`src/rtl/switch_gate_sequencer_if.sv`:
```
// rtl/switch_gate_sequencer_if.sv - start/abort/config and gate/data/status bundle for the gate sequencer
interface switch_gate_sequencer_if #(
  parameter int CNT_W = 16,
  parameter int REP_W = 8
);
  logic             start;
  logic             abort;
  logic [CNT_W-1:0] on_len;
  logic [CNT_W-1:0] off_len;
  logic [REP_W-1:0] reps;
  logic             data_val;
  logic             gate_out;
  logic             data_out;
  logic             busy;
  logic             done;
  logic [REP_W-1:0] rep_left;

  modport master (
    output start, abort, on_len, off_len, reps, data_val,
    input  gate_out, data_out, busy, done, rep_left
  );

  modport slave (
    input  start, abort, on_len, off_len, reps, data_val,
    output gate_out, data_out, busy, done, rep_left
  );
endinterface

```
`src/rtl/switch_gate_sequencer.sv`:
```
// rtl/switch_gate_sequencer.sv - ON/OFF gate pulse schedule with start/busy/done handshake
module switch_gate_sequencer #(
  parameter int CNT_W = 16,
  parameter int REP_W = 8
) (
  input  logic                 clk,
  input  logic                 rst,
  switch_gate_sequencer_if.slave bus
);
  typedef enum logic [1:0] {IDLE, ON, OFF, FIN} state_t;

  state_t           state_q, state_d;
  logic [CNT_W-1:0] cnt_q, cnt_d;
  logic [CNT_W-1:0] on_q, on_d;
  logic [CNT_W-1:0] off_q, off_d;
  logic [REP_W-1:0] rep_q, rep_d;
  logic             gate_q, gate_d;
  logic             data_q, data_d;
  logic             busy_q, busy_d;
  logic             done_q, done_d;
  logic [CNT_W-1:0] on_eff;

  assign on_eff = (bus.on_len == '0) ? CNT_W'(1) : bus.on_len;

  always_ff @(posedge clk or posedge rst) begin
    if (rst) begin
      state_q <= IDLE;
      cnt_q   <= '0;
      on_q    <= '0;
      off_q   <= '0;
      rep_q   <= '0;
      gate_q  <= 1'b0;
      data_q  <= 1'b0;
      busy_q  <= 1'b0;
      done_q  <= 1'b0;
    end else begin
      state_q <= state_d;
      cnt_q   <= cnt_d;
      on_q    <= on_d;
      off_q   <= off_d;
      rep_q   <= rep_d;
      gate_q  <= gate_d;
      data_q  <= data_d;
      busy_q  <= busy_d;
      done_q  <= done_d;
    end
  end

  // cnt_q holds the cycles remaining in the current phase after this one
  always_comb begin
    state_d = state_q;
    cnt_d   = cnt_q;
    on_d    = on_q;
    off_d   = off_q;
    rep_d   = rep_q;
    gate_d  = gate_q;
    data_d  = data_q;
    busy_d  = busy_q;
    done_d  = 1'b0;
    case (state_q)
      IDLE: begin
        if (bus.start) begin
          on_d   = on_eff;
          off_d  = bus.off_len;
          data_d = bus.data_val;
          if (bus.reps == '0) begin
            state_d = FIN;
            done_d  = 1'b1;
          end else begin
            state_d = ON;
            gate_d  = 1'b1;
            busy_d  = 1'b1;
            rep_d   = bus.reps - REP_W'(1);
            cnt_d   = on_eff - CNT_W'(1);
          end
        end
      end
      ON, OFF: begin
        if (bus.abort) begin
          state_d = IDLE;
          gate_d  = 1'b0;
          busy_d  = 1'b0;
          rep_d   = '0;
          cnt_d   = '0;
        end else if (cnt_q != '0) begin
          cnt_d = cnt_q - CNT_W'(1);
        end else if (state_q == ON && off_q != '0) begin
          state_d = OFF;
          gate_d  = 1'b0;
          cnt_d   = off_q - CNT_W'(1);
        end else if (rep_q != '0) begin
          state_d = ON;
          gate_d  = 1'b1;
          rep_d   = rep_q - REP_W'(1);
          cnt_d   = on_q - CNT_W'(1);
        end else begin
          state_d = FIN;
          gate_d  = 1'b0;
          busy_d  = 1'b0;
          done_d  = 1'b1;
        end
      end
      FIN: begin
        state_d = IDLE;
      end
      default: begin
        state_d = IDLE;
      end
    endcase
  end

  assign bus.gate_out = gate_q;
  assign bus.data_out = data_q;
  assign bus.busy     = busy_q;
  assign bus.done     = done_q;
  assign bus.rep_left = rep_q;
endmodule
```
`src/flat_wrapper.sv`:
```
// flat-port wrapper written by rule: the top's interface ports become plain ports
module switch_gate_sequencer_flat 
#(
  parameter int CNT_W = 16,
  parameter int REP_W = 8
)
  (clk, rst, bus_start, bus_abort, bus_on_len, bus_off_len, bus_reps, bus_data_val, bus_gate_out, bus_data_out, bus_busy, bus_done, bus_rep_left);
  switch_gate_sequencer_if #(.CNT_W(CNT_W), .REP_W(REP_W)) bus_i ();
  input  logic clk;
  input  logic rst;
  input wire logic [$bits(bus_i.start)-1:0] bus_start;
  input wire logic [$bits(bus_i.abort)-1:0] bus_abort;
  input wire logic [$bits(bus_i.on_len)-1:0] bus_on_len;
  input wire logic [$bits(bus_i.off_len)-1:0] bus_off_len;
  input wire logic [$bits(bus_i.reps)-1:0] bus_reps;
  input wire logic [$bits(bus_i.data_val)-1:0] bus_data_val;
  output wire logic [$bits(bus_i.gate_out)-1:0] bus_gate_out;
  output wire logic [$bits(bus_i.data_out)-1:0] bus_data_out;
  output wire logic [$bits(bus_i.busy)-1:0] bus_busy;
  output wire logic [$bits(bus_i.done)-1:0] bus_done;
  output wire logic [$bits(bus_i.rep_left)-1:0] bus_rep_left;
  assign bus_i.start = bus_start;
  assign bus_i.abort = bus_abort;
  assign bus_i.on_len = bus_on_len;
  assign bus_i.off_len = bus_off_len;
  assign bus_i.reps = bus_reps;
  assign bus_i.data_val = bus_data_val;
  assign bus_gate_out = bus_i.gate_out;
  assign bus_data_out = bus_i.data_out;
  assign bus_busy = bus_i.busy;
  assign bus_done = bus_i.done;
  assign bus_rep_left = bus_i.rep_left;
  switch_gate_sequencer #(.CNT_W(CNT_W), .REP_W(REP_W)) u_core (.clk(clk), .rst(rst), .bus(bus_i));
endmodule
```
`config.mk`:
```
export PLATFORM = sky130hd
export DESIGN_NAME = switch_gate_sequencer_flat
export DESIGN_NICKNAME = d
export VERILOG_FILES = /design/src/rtl/switch_gate_sequencer_if.sv /design/src/rtl/switch_gate_sequencer.sv /design/src/flat_wrapper.sv
export SDC_FILE = /design/constraint.sdc
export NUM_CORES = 1
export LEC_CHECK = 0
export BUFFER_PORTS_ARGS = -buffer_cell sky130_fd_sc_hd__clkbuf_2
export CORE_ASPECT_RATIO = 1.2
export CORE_UTILIZATION = 40
export DETAILED_ROUTE_END_ITERATION = 6
export MAX_ROUTING_LAYER = met4
export SYNTH_ARGS = -nofsm -noshare
export SYNTH_HDL_FRONTEND = slang
export SYNTH_SLANG_ARGS = --single-unit
```
`constraint.sdc`:
```
create_clock -name clk -period 7.8 [get_ports clk]
set_input_delay 0.78 -clock clk [delete_from_list [all_inputs] [get_ports clk]]
set_output_delay 0.78 -clock clk [all_outputs]
set_load 0.1 [all_outputs]
```
==> flow_metrics.py, run 1 <==
metrics = {
    "clock_network": {
        "cts_htree_levels": 3,
        "clkLatencyLatePin_ns": 0.33,
        "cts_buffer_depth": 2,
        "cts.sinks": 62,
        "clock_tree.root_cell": "clkbuf_16",
        "post_cts_buffers": 0,
        "cts_hold_repair.buffers": 0,
        "cts_tree": "built",
        "cts-resized-gates": 0,
        "numCtsBuffers": 9,
        "clkTransAtPathRegs_ns": 0.05,
    },
    "floorplan": {
        "die_y_um": 110,
        "placementRows": 39,
        "die_w_um": 92.3,
        "core_sq_um": 9520,
        "die-area_sq_um": 10200,
        "boundaryPins": 57,
        "start_util": 0.411,
    },
    "worst_setup_path": {
        "worstPathArrival_ns": 4.21,
        "end_kind": "flop",
        "critPathLaunchType": "flop",
        "reg2regPathDepth": 14,
        "r2r_start": "u_core.state_q[1]$_DFFE_PP0P_",
        "cp_max_fo": 19,
        "reg2reg_slack_ns": 3.83,
        "path_class": "reg2reg",
        "cp.required_ns": 8.04,
        "worstReg2RegEnd": "u_core.cnt_q[14]$_DFFE_PP0P_",
    },
    "routing": {
        "drc_errors": 0,
        "vias": 3187,
        "wirelength_um": 9590,
        "wire_per_inst_um": 16.9,
        "vias_per_cell": 5.62,
        "postRouteAntennaNets": 0,
        "dr.pass1.iters": 4,
        "drt_iter0_markers": 142,
    },
    "finish": {
        "final_cell_area_sq_um": 4550,
        "antenna_cells": 0,
        "fin_nets": 495,
        "area_growth_pct": 16.3,
        "fillCellCount": 900,
        "drive_gt1_frac": 0.311,
    },
    "worst_hold_path": {
        "worstHoldPathType": "reg2reg",
        "whs_endpoint": "u_core.bus.data_out$_DFFE_PP0P_",
        "min_from": "u_core.bus.data_out$_DFFE_PP0P_",
        "holdPathStages": 1,
    },
    "synthesis": {
        "synth-seq-cells": 62,
        "synthesis.nets": 444,
        "synth_cells": 388,
        "ys_seq_area_frac": 0.397,
        "syn-mean-instance-area_sq_um": 10.1,
        "synthArstFlopShare": 1.00,
        "synth_cell_types": 63,
        "synth_ff_type": "dfrtp_1",
        "ys.warnings.count": 0,
        "synth-edff-count": 0,
        "syn_area_sq_um": 3910,
    },
    "power": {
        "p_per_area_nw_per_um2": 455,
        "power.leakage_nw": 1.92,
        "p_total_mw": 2.07,
        "ir_drop_v": 0.000196,
    },
    "timing": {
        "rsz0062_at_grt": "false",
        "layout_min_cycle_time_ns": 3.97,
        "final.setup.tns_ns": 0,
        "fin_ws_ns": 3.83,
        "hold_violations": 0,
        "skew_ns": 0.00532,
        "finalSetupViolCount": 0,
        "fin_crit_sh": 0.508,
        "worst_pin_slew_ns": 1.03,
        "max_freq_mhz": 252,
        "slew_headroom": 0.313,
        "finalMaxSlewViolations": 0,
        "holdWs_ns": 0.504,
    },
    "global_routing": {
        "antenna_found_initial": 0,
        "grt_usage": 0.206,
        "grt-ovfl-total": 0,
        "grt_pass1_wl_um": 15600,
        "grt_pass1_vias": 3031,
        "grt_max_degree": 63,
    },
    "placed_design": {
        "placed_area_sq_um": 4250,
        "globalplace.congestion": 0.917,
        "pre_cts_ws_ns": 3.91,
        "place_hpwl_um": 6990,
        "portBuffers": 56,
    },
    "job": {
        "max_cap_viol_count": 0,
    },
    "outcome": {
        "outcome": "complete, no violations",
    },
}
## layer usage
layer / global-route usage / wire, um / vias up
li1: - / - / 1555
met1: 0.259 / 4440 / 1525
met2: 0.330 / 4540 / 90
met3: 0.0343 / 429 / 17
met4: 0.0915 / 187 / 0
met5: - / 0 / -
## cells by family after synthesis
family / Yosys count / share of synthesized area
AND/OR/NAND/NOR: 123 / 0.188
AO/OA/AOI/OAI: 95 / 0.169
flip-flops: 62 / 0.397
multiplexers: 37 / 0.106
buffers and inverters: 31 / 0.0409
XOR/XNOR: 29 / 0.0649
adder cells (fa/ha/maj): 11 / 0.0352
## registers in the layout (all words and copies together) (netlist names)
signal / count
u_core.bus.gate_out: 1
u_core.bus.data_out: 1
u_core.bus.busy: 1
u_core.state_q: 2
u_core.cnt_q: 16
u_core.bus.done: 1
u_core.on_q: 16
u_core.off_q: 16
u_core.bus.rep_left: 8
## through the flow
| step | utilization | cells |
|---|---|---|
| final | 0.478 | 567 |
| after global routing | 0.478 | 567 |
| after CTS | 0.478 | 567 |
| after detailed placement | 0.447 | 551 |
| after global placement | 0.447 | 551 |
| after floorplan | - | 388 |
## power by group
| group | internal (mW) | switching [mW] | total (mW) |
|---|---|---|---|
| clock network | 0.263 | 0.139 | 0.401 |
| registers | 0.486 | 0.148 | 0.634 |
| logic | 0.373 | 0.663 | 1.04 |
## cell usage in the layout, fill, tap and decap left out, types with 11 or more instances in the layout
master / Yosys / routed
dfrtp_1: 62 / 62
nor4_1: 12 / 12
nor2_1: 19 / 19
o21ai_0: 28 / 28
xor2_1: 11 / 11
ha_1: 11 / 11
xnor2_1: 18 / 18
a21oi_1: 19 / 19
inv_1: 12 / 11
mux2_2: 34 / 34
nor3_1: 18 / 18
nand2_1: 22 / 22
clkbuf_2: 0 / 56
## cells in the mapped netlist, types with 4 or more instances
library cell  instances  share of area
dfrtp_1              62           0.40
mux2_2               34          0.098
o21ai_0              28          0.036
nand2_1              22          0.021
a21oi_1              19          0.024
nor2_1               19          0.018
nor3_1               18          0.023
xnor2_1              18          0.040
inv_1                12          0.012
nor4_1               12          0.019
clkbuf_1             11          0.011
ha_1                 11          0.035
xor2_1               11          0.025
and3_1                9          0.014
o21a_1                7          0.013
nand3_1               6         0.0077
o221ai_1              6          0.013
and3_2                5         0.0096
a311o_2               4          0.012
nand2b_1              4         0.0064
## critical path, stage by stage (launching register included)
cell and delay (ns):
dfrtp_1 0.42, inv_1 0.12, ha_1 0.17, clkinv_1 0.09, a41oi_2 0.68, inv_1 0.47
a311oi_2 0.46, ha_1 0.25, nand2b_1 0.07, a21oi_1 0.15, and4_1 0.25, and2_1 0.25
nand4_1 0.13, xor2_1 0.20, o21ai_0 0.16
## area by class of cell
| cell class | instances | area, sq um | share of cell area |
|---|---|---|---|
| multi-input cells | 295 | 2200 | 0.484 |
| flip-flops and latches | 62 | 1550 | 0.341 |
| repair buffers | 58 | 295 | 0.0649 |
| clock buffers | 12 | 256 | 0.0563 |
| well taps | 123 | 154 | 0.0338 |
| inverters | 13 | 48.8 | 0.0107 |
| clock inverters | 4 | 45.0 | 0.00990 |
## worst max path at each step
stage	end	slack [ns]	startpoint
after floorplan	u_core.cnt_q[14]$_DFFE_PP0P_	4.67	bus_on_len[5]
after global placement	u_core.cnt_q[14]$_DFFE_PP0P_	4.10	bus_on_len[5]
after detailed placement	u_core.cnt_q[14]$_DFFE_PP0P_	3.91	u_core.state_q[1]$_DFFE_PP0P_
after CTS	u_core.cnt_q[14]$_DFFE_PP0P_	3.89	u_core.state_q[1]$_DFFE_PP0P_
after global routing	u_core.cnt_q[14]$_DFFE_PP0P_	3.47	u_core.state_q[1]$_DFFE_PP0P_
final	u_core.cnt_q[14]$_DFFE_PP0P_	3.83	u_core.state_q[1]$_DFFE_PP0P_
(Power assumes the default switching activity.)
==> run 2, diff against run 1 <==
ABC_AREA = 1   (was default)
clock period = 4 ns   (was 7.8 ns; I/O delays follow)
==> flow_metrics.py, run 2 <==
metrics = {
    "synthesis": {
        "synth_ff_type": "dfrtp_1",
        "synthesis.nets": 710,
        "synthTopCellsByArea": "dfrtp_1 34%, nand2_1 13%, inv_1 6.7%, nand3_1 6.3%, o21ai_0 6.2%",
        "ys_seq_area_frac": 0.342,
        "synth-edff-count": 0,
        "synth-seq-cells": 62,
        "synthArstFlopShare": 1.00,
        "ys.warnings.count": 0,
        "synth_cells": 654,
        "synth_common_cells": "160 x nand2_1, 81 x inv_1, 70 x nor2_1, 62 x dfrtp_1, 57 x nand3_1",
        "synth_cell_types": 47,
        "yosysTopAreaCell": "dfrtp_1",
        "syn-mean-instance-area_sq_um": 6.93,
        "synth_top_area_share": 0.342,
        "post-synth-top-count-cell": "nand2_1",
        "syn_area_sq_um": 4530,
    },
    "worst_setup_path": {
        "reg2reg_slack_ns": 1.11,
        "path_class": "reg2reg",
        "critPathLaunch": "u_core.state_q[0]$_DFFE_PP0P_",
        "end_kind": "flop",
        "worstReg2RegEnd": "u_core.bus.rep_left[3]$_DFFE_PP0P_",
        "critPathLaunchType": "flop",
        "cp.required_ns": 4.22,
        "worstPathArrival_ns": 3.11,
        "cp_max_fo": 18,
        "reg2regPathDepth": 11,
        "endpoint": "u_core.bus.rep_left[3]$_DFFE_PP0P_",
        "r2r_start": "u_core.state_q[0]$_DFFE_PP0P_",
    },
    "timing": {
        "finalSetupViolCount": 0,
        "max_freq_mhz": 346,
        "layout_min_cycle_time_ns": 2.89,
        "skew_ns": 0.0132,
        "final.setup.tns_ns": 0,
        "worst_pin_slew_ns": 0.872,
        "hold_violations": 0,
        "finalMaxSlewViolations": 0,
        "fin_crit_sh": 0.724,
        "slew_headroom": 0.418,
        "rsz0062_at_grt": "false",
        "fin_ws_ns": 1.11,
    },
    "finish": {
        "final_cell_area_sq_um": 5170,
        "final_cell_mix": "160 x nand2_1, 80 x inv_1, 70 x nor2_1",
        "antenna_cells": 0,
        "drive_gt1_frac": 0.186,
        "largest_registers": "u_core.cnt_q: 16 flops, u_core.off_q: 16 flops, u_core.on_q: 16 flops",
        "area_growth_pct": 14.1,
        "final_util": 0.469,
        "fillCellCount": 1145,
        "fin_nets": 761,
        "layout.cells.most_common": "nand2_1",
        "instances_no_fill": 841,
    },
    "power": {
        "ir_drop_v": 0.000418,
        "power.leakage_nw": 2.58,
        "p_per_area_nw_per_um2": 878,
    },
    "clock_network": {
        "cts_tree": "built",
        "numCtsBuffers": 9,
        "clkTransAtPathRegs_ns": 0.06,
        "cts_hold_repair.buffers": 0,
        "cts_htree_levels": 3,
        "cts_buffer_depth": 2,
        "clkLatencyLatePin_ns": 0.34,
        "post_cts_buffers": 0,
        "cts-resized-gates": 0,
        "cts.sinks": 62,
        "clock_tree.root_cell": "clkbuf_16",
    },
    "routing": {
        "wirelength_um": 13300,
        "drt_iter0_markers": 256,
        "vias": 4423,
        "vias_per_cell": 5.26,
        "wire_per_inst_um": 15.8,
        "met1_length_um": 6220,
        "routed.top_layer": "met4",
        "route.met2.wl_um": 6110,
        "dr.pass1.iters": 5,
        "postRouteAntennaNets": 0,
        "drc_errors": 0,
        "wl_met3_um": 615,
    },
    "floorplan": {
        "die-area_sq_um": 11800,
        "start_util": 0.411,
        "die_w_um": 99.2,
        "placementRows": 42,
        "core_sq_um": 11000,
        "die_y_um": 119,
        "boundaryPins": 57,
    },
    "placed_design": {
        "globalplace.congestion": 0.904,
        "dp.cells": 826,
        "place_hpwl_um": 10300,
        "placed_area_sq_um": 4870,
        "pre_cts_ws_ns": 1.14,
        "portBuffers": 56,
    },
    "global_routing": {
        "grt-ovfl-total": 0,
        "grt_max_degree": 37,
        "grt_usage": 0.247,
        "grt_pass1_wl_um": 22000,
        "grt_pass1_vias": 4297,
        "antenna_found_initial": 0,
    },
    "job": {
        "max_cap_viol_count": 0,
    },
    "outcome": {
        "outcome": "complete, no violations",
    },
    "worst_hold_path": {
        "worstHoldPathType": "in2async",
    },
}
-- run 2: cell types whose count changed after synthesis, sizes merged, moves of 33 or more --
cell,delta
o21ai,+33
inv,+75
nand3,+56
nand2,+157
mux2,-34
nor2,+64
-- run 2: cell type report --
cell class | count | area (sq um) | share of cell area
clock buffer | 10 | 239 | 0.0462
inverter | 88 | 333 | 0.0644
multi-input combinational | 483 | 2500 | 0.484
clock inverter | 5 | 60.1 | 0.0116
sequential | 62 | 1550 | 0.300
tap | 132 | 165 | 0.0319
timing repair buffer | 61 | 318 | 0.0615
-- run 2: through the flow --
stage,total power [mW],hold WS (ns)
global placement,3.72,0.461
CTS,4.54,0.128
global route,4.90,0.167
detailed placement,3.73,0.474
finish,4.54,0.101
floorplan,3.17,0.453
-- run 2: metal layers --
layer  track usage  vias up
li1              -     2218
met1         0.328     2035
met2         0.382      145
met3        0.0378       25
met4        0.0919        0
met5             -        -
-- run 2: power breakdown --
part	internal, mW	switching, mW
clock	0.495	0.302
sequential	0.942	0.249
combinational	0.739	1.81
-- run 2: worst max-delay path: stages, from the launching register on --
cell      delay (ns)
dfrtp_1         0.39
inv_1           0.09
ha_1            0.47
clkinv_1        0.09
buf_4           0.21
nor2_2          0.11
inv_1           0.34
a21oi_1         0.16
nor4_4          0.56
o21ai_0         0.19
nand2_1         0.10
nand2_1         0.05
-- run 2: cell families (layout without fill, tap and decap cells) --
| logic type | Yosys count | after routing | share of synthesized area |
|---|---|---|---|
| xor gates and xnor gates | 8 | 8 | 0.0155 |
| AOI/OAI and AO/OA | 116 | 116 | 0.141 |
| and+or+nand+nor | 348 | 348 | 0.366 |
| adders and majority gates | 11 | 11 | 0.0304 |
| DFF | 62 | 62 | 0.342 |
| buffers and inverters | 109 | 164 | 0.105 |
-- run 2: worst min-delay path by stage --
stage | slack, ns | startpoint | endpoint | depth (start not counted)
floorplan | 0.45 | u_core.on_q[12]$_DFFE_PP0P_ | u_core.on_q[12]$_DFFE_PP0P_ | 2
global placement | 0.46 | u_core.bus.data_out$_DFFE_PP0P_ | u_core.bus.data_out$_DFFE_PP0P_ | 2
detailed placement | 0.47 | u_core.bus.data_out$_DFFE_PP0P_ | u_core.bus.data_out$_DFFE_PP0P_ | 2
CTS | 0.13 | rst | u_core.bus.data_out$_DFFE_PP0P_ | 2
global route | 0.17 | rst | u_core.bus.data_out$_DFFE_PP0P_ | 2
finish | 0.10 | rst | u_core.bus.data_out$_DFFE_PP0P_ | 2
==> run 3, diff against run 2 <==
clock period = 2.7 ns   (was 4 ns; I/O delays follow)
==> flow_metrics.py, run 3 (same netlist as run 2, synthesis figures left out) <==
metrics = {
    "power": {
        "power.leakage_nw": 2.67,
        "ir_drop_v": 0.000868,
        "p_total_mw": 6.88,
        "p_per_area_nw_per_um2": 1300,
    },
    "routing": {
        "wirelength_um": 13100,
        "dr.pass1.iters": 5,
        "drt_iter0_markers": 245,
        "drc_errors": 0,
        "vias_per_cell": 5.18,
        "postRouteAntennaNets": 0,
        "wire_per_inst_um": 15.3,
        "vias": 4434,
    },
    "finish": {
        "seqCellArea_sq_um": 1550,
        "final_cell_mix": "160 x nand2_1, 80 x inv_1, 70 x nor2_1",
        "antenna_cells": 0,
        "fillCellCount": 1128,
        "layout.cells.most_common": "nand2_1",
        "multi_input_comb_area_sq_um": 2500,
        "fin_nets": 775,
        "area_growth_pct": 17.1,
        "largest_registers": "u_core.cnt_q: 16 flops, u_core.off_q: 16 flops, u_core.on_q: 16 flops",
        "drive_gt1_frac": 0.200,
    },
    "worst_setup_path": {
        "worstReg2RegEnd": "u_core.cnt_q[11]$_DFFE_PP0P_",
        "cp.required_ns": 2.96,
        "end_kind": "flop",
        "critPathLaunchType": "flop",
        "reg2reg_slack_ns": 0.31,
        "reg2regPathDepth": 16,
        "cp_max_fo": 14,
        "r2r_start": "u_core.off_q[8]$_DFFE_PP0P_",
        "worstPathArrival_ns": 2.64,
        "endpoint": "u_core.cnt_q[11]$_DFFE_PP0P_",
        "critPathLaunch": "u_core.off_q[8]$_DFFE_PP0P_",
        "path_class": "reg2reg",
    },
    "floorplan": {
        "die_w_um": 99.2,
        "die-area_sq_um": 11800,
        "core_sq_um": 11000,
        "start_util": 0.411,
        "placementRows": 42,
        "boundaryPins": 57,
        "die_y_um": 119,
    },
    "clock_network": {
        "clkTransAtPathRegs_ns": 0.05,
        "clkLatencyLatePin_ns": 0.34,
        "cts_htree_levels": 3,
        "numCtsBuffers": 9,
        "cts_buffer_depth": 2,
        "cts.sinks": 62,
        "cts_tree": "built",
        "clock_tree.root_cell": "clkbuf_16",
    },
    "global_routing": {
        "grt_pass1_wl_um": 21900,
        "antenna_found_initial": 0,
        "grt-ovfl-total": 0,
        "grt_max_degree": 35,
        "grt_pass1_vias": 4465,
        "grt_usage": 0.251,
    },
    "outcome": {
        "outcome": "complete, no violations",
    },
    "timing": {
        "final.setup.tns_ns": 0,
        "skew_ns": 0.00783,
        "max_freq_mhz": 419,
        "slew_headroom": 0.618,
        "finalMaxSlewViolations": 0,
        "hold_violations": 0,
        "worst_pin_slew_ns": 0.572,
        "rsz0062_at_grt": "false",
        "layout_min_cycle_time_ns": 2.39,
        "finalSetupViolCount": 0,
        "fin_crit_sh": 0.884,
        "fin_ws_ns": 0.314,
    },
    "placed_design": {
        "place_hpwl_um": 10400,
        "pre_cts_ws_ns": 0.203,
        "portBuffers": 56,
        "globalplace.congestion": 0.993,
    },
    "job": {
        "max_cap_viol_count": 0,
    },
    "worst_hold_path": {
        "worstHoldPathType": "in2reg",
    },
}
run 3: timing repair:
action | CTS | global route
endpoints found under the hold margin | 18 | 0
buffers inserted | 0 | 0
gates resized for setup | 0 | 1
endpoints found under the setup margin | 0 | 5
hold buffers | 1 | 0
run 3: stage by stage:
stage | area, sq um | hold WS [ns] | std cells | util
global placement | 4970 | 0.290 | 839 | 0.450
detailed placement | 4970 | 0.294 | 839 | 0.450
finish | 5310 | 0.129 | 856 | 0.481
global route | 5310 | 0.149 | 856 | 0.481
floorplan | 4530 | 0.380 | 654 | -
CTS | 5300 | 0.124 | 856 | 0.480
run 3: worst min-delay path by stage:
stage | start | to | slack [ns] | depth (start not counted)
after floorplan | bus_data_val | u_core.bus.data_out$_DFFE_PP0P_ | 0.38 | 2
after global placement | rst | u_core.state_q[0]$_DFFE_PP0P_ | 0.29 | 2
after detailed placement | rst | u_core.state_q[0]$_DFFE_PP0P_ | 0.29 | 2
after CTS | bus_off_len[0] | u_core.off_q[0]$_DFFE_PP0P_ | 0.12 | 3
after global routing | bus_off_len[1] | u_core.off_q[1]$_DFFE_PP0P_ | 0.15 | 3
final | bus_off_len[0] | u_core.off_q[0]$_DFFE_PP0P_ | 0.13 | 3
run 3: per-layer routing:
layer  part of all wire  track usage  vias up
met1               0.44        0.304     2055
li1                   -            -     2233
met5                  0            -        -
met2               0.49        0.412      121
met4              0.026        0.108        0
met3              0.047       0.0396       25
run 3: report_power, final:
group	total (mW)	leakage (nW)	switching [mW]	internal, mW
Combinational	3.87	1.76	2.68	1.19
Sequential	1.77	0.761	0.373	1.40
Clock	1.24	0.155	0.422	0.815
Total	6.88	2.67	3.48	3.40
run 3: critical path: stages, from the launching register on:
cell     delay (ns)
dfrtp_1        0.43
nor2_1         0.12
nand2_1        0.08
nor2_2         0.14
nand2_2        0.13
nand2_4        0.16
buf_6          0.20
nand2_1        0.07
nand3_1        0.08
nand2_1        0.12
nor2_2         0.17
nand2_2        0.12
nor2_8         0.15
nand2_1        0.07
nand2_1        0.05
nand3_1        0.08
a21oi_1        0.13
run 3: area by class of cell:
cell class              count  share of cell area
well taps                 132              0.0311
multi-input cells         483               0.472
clock inverters             2             0.00708
repair buffers             75              0.0809
flip-flops and latches     62               0.292
clock buffers              14              0.0535
inverters                  88              0.0627
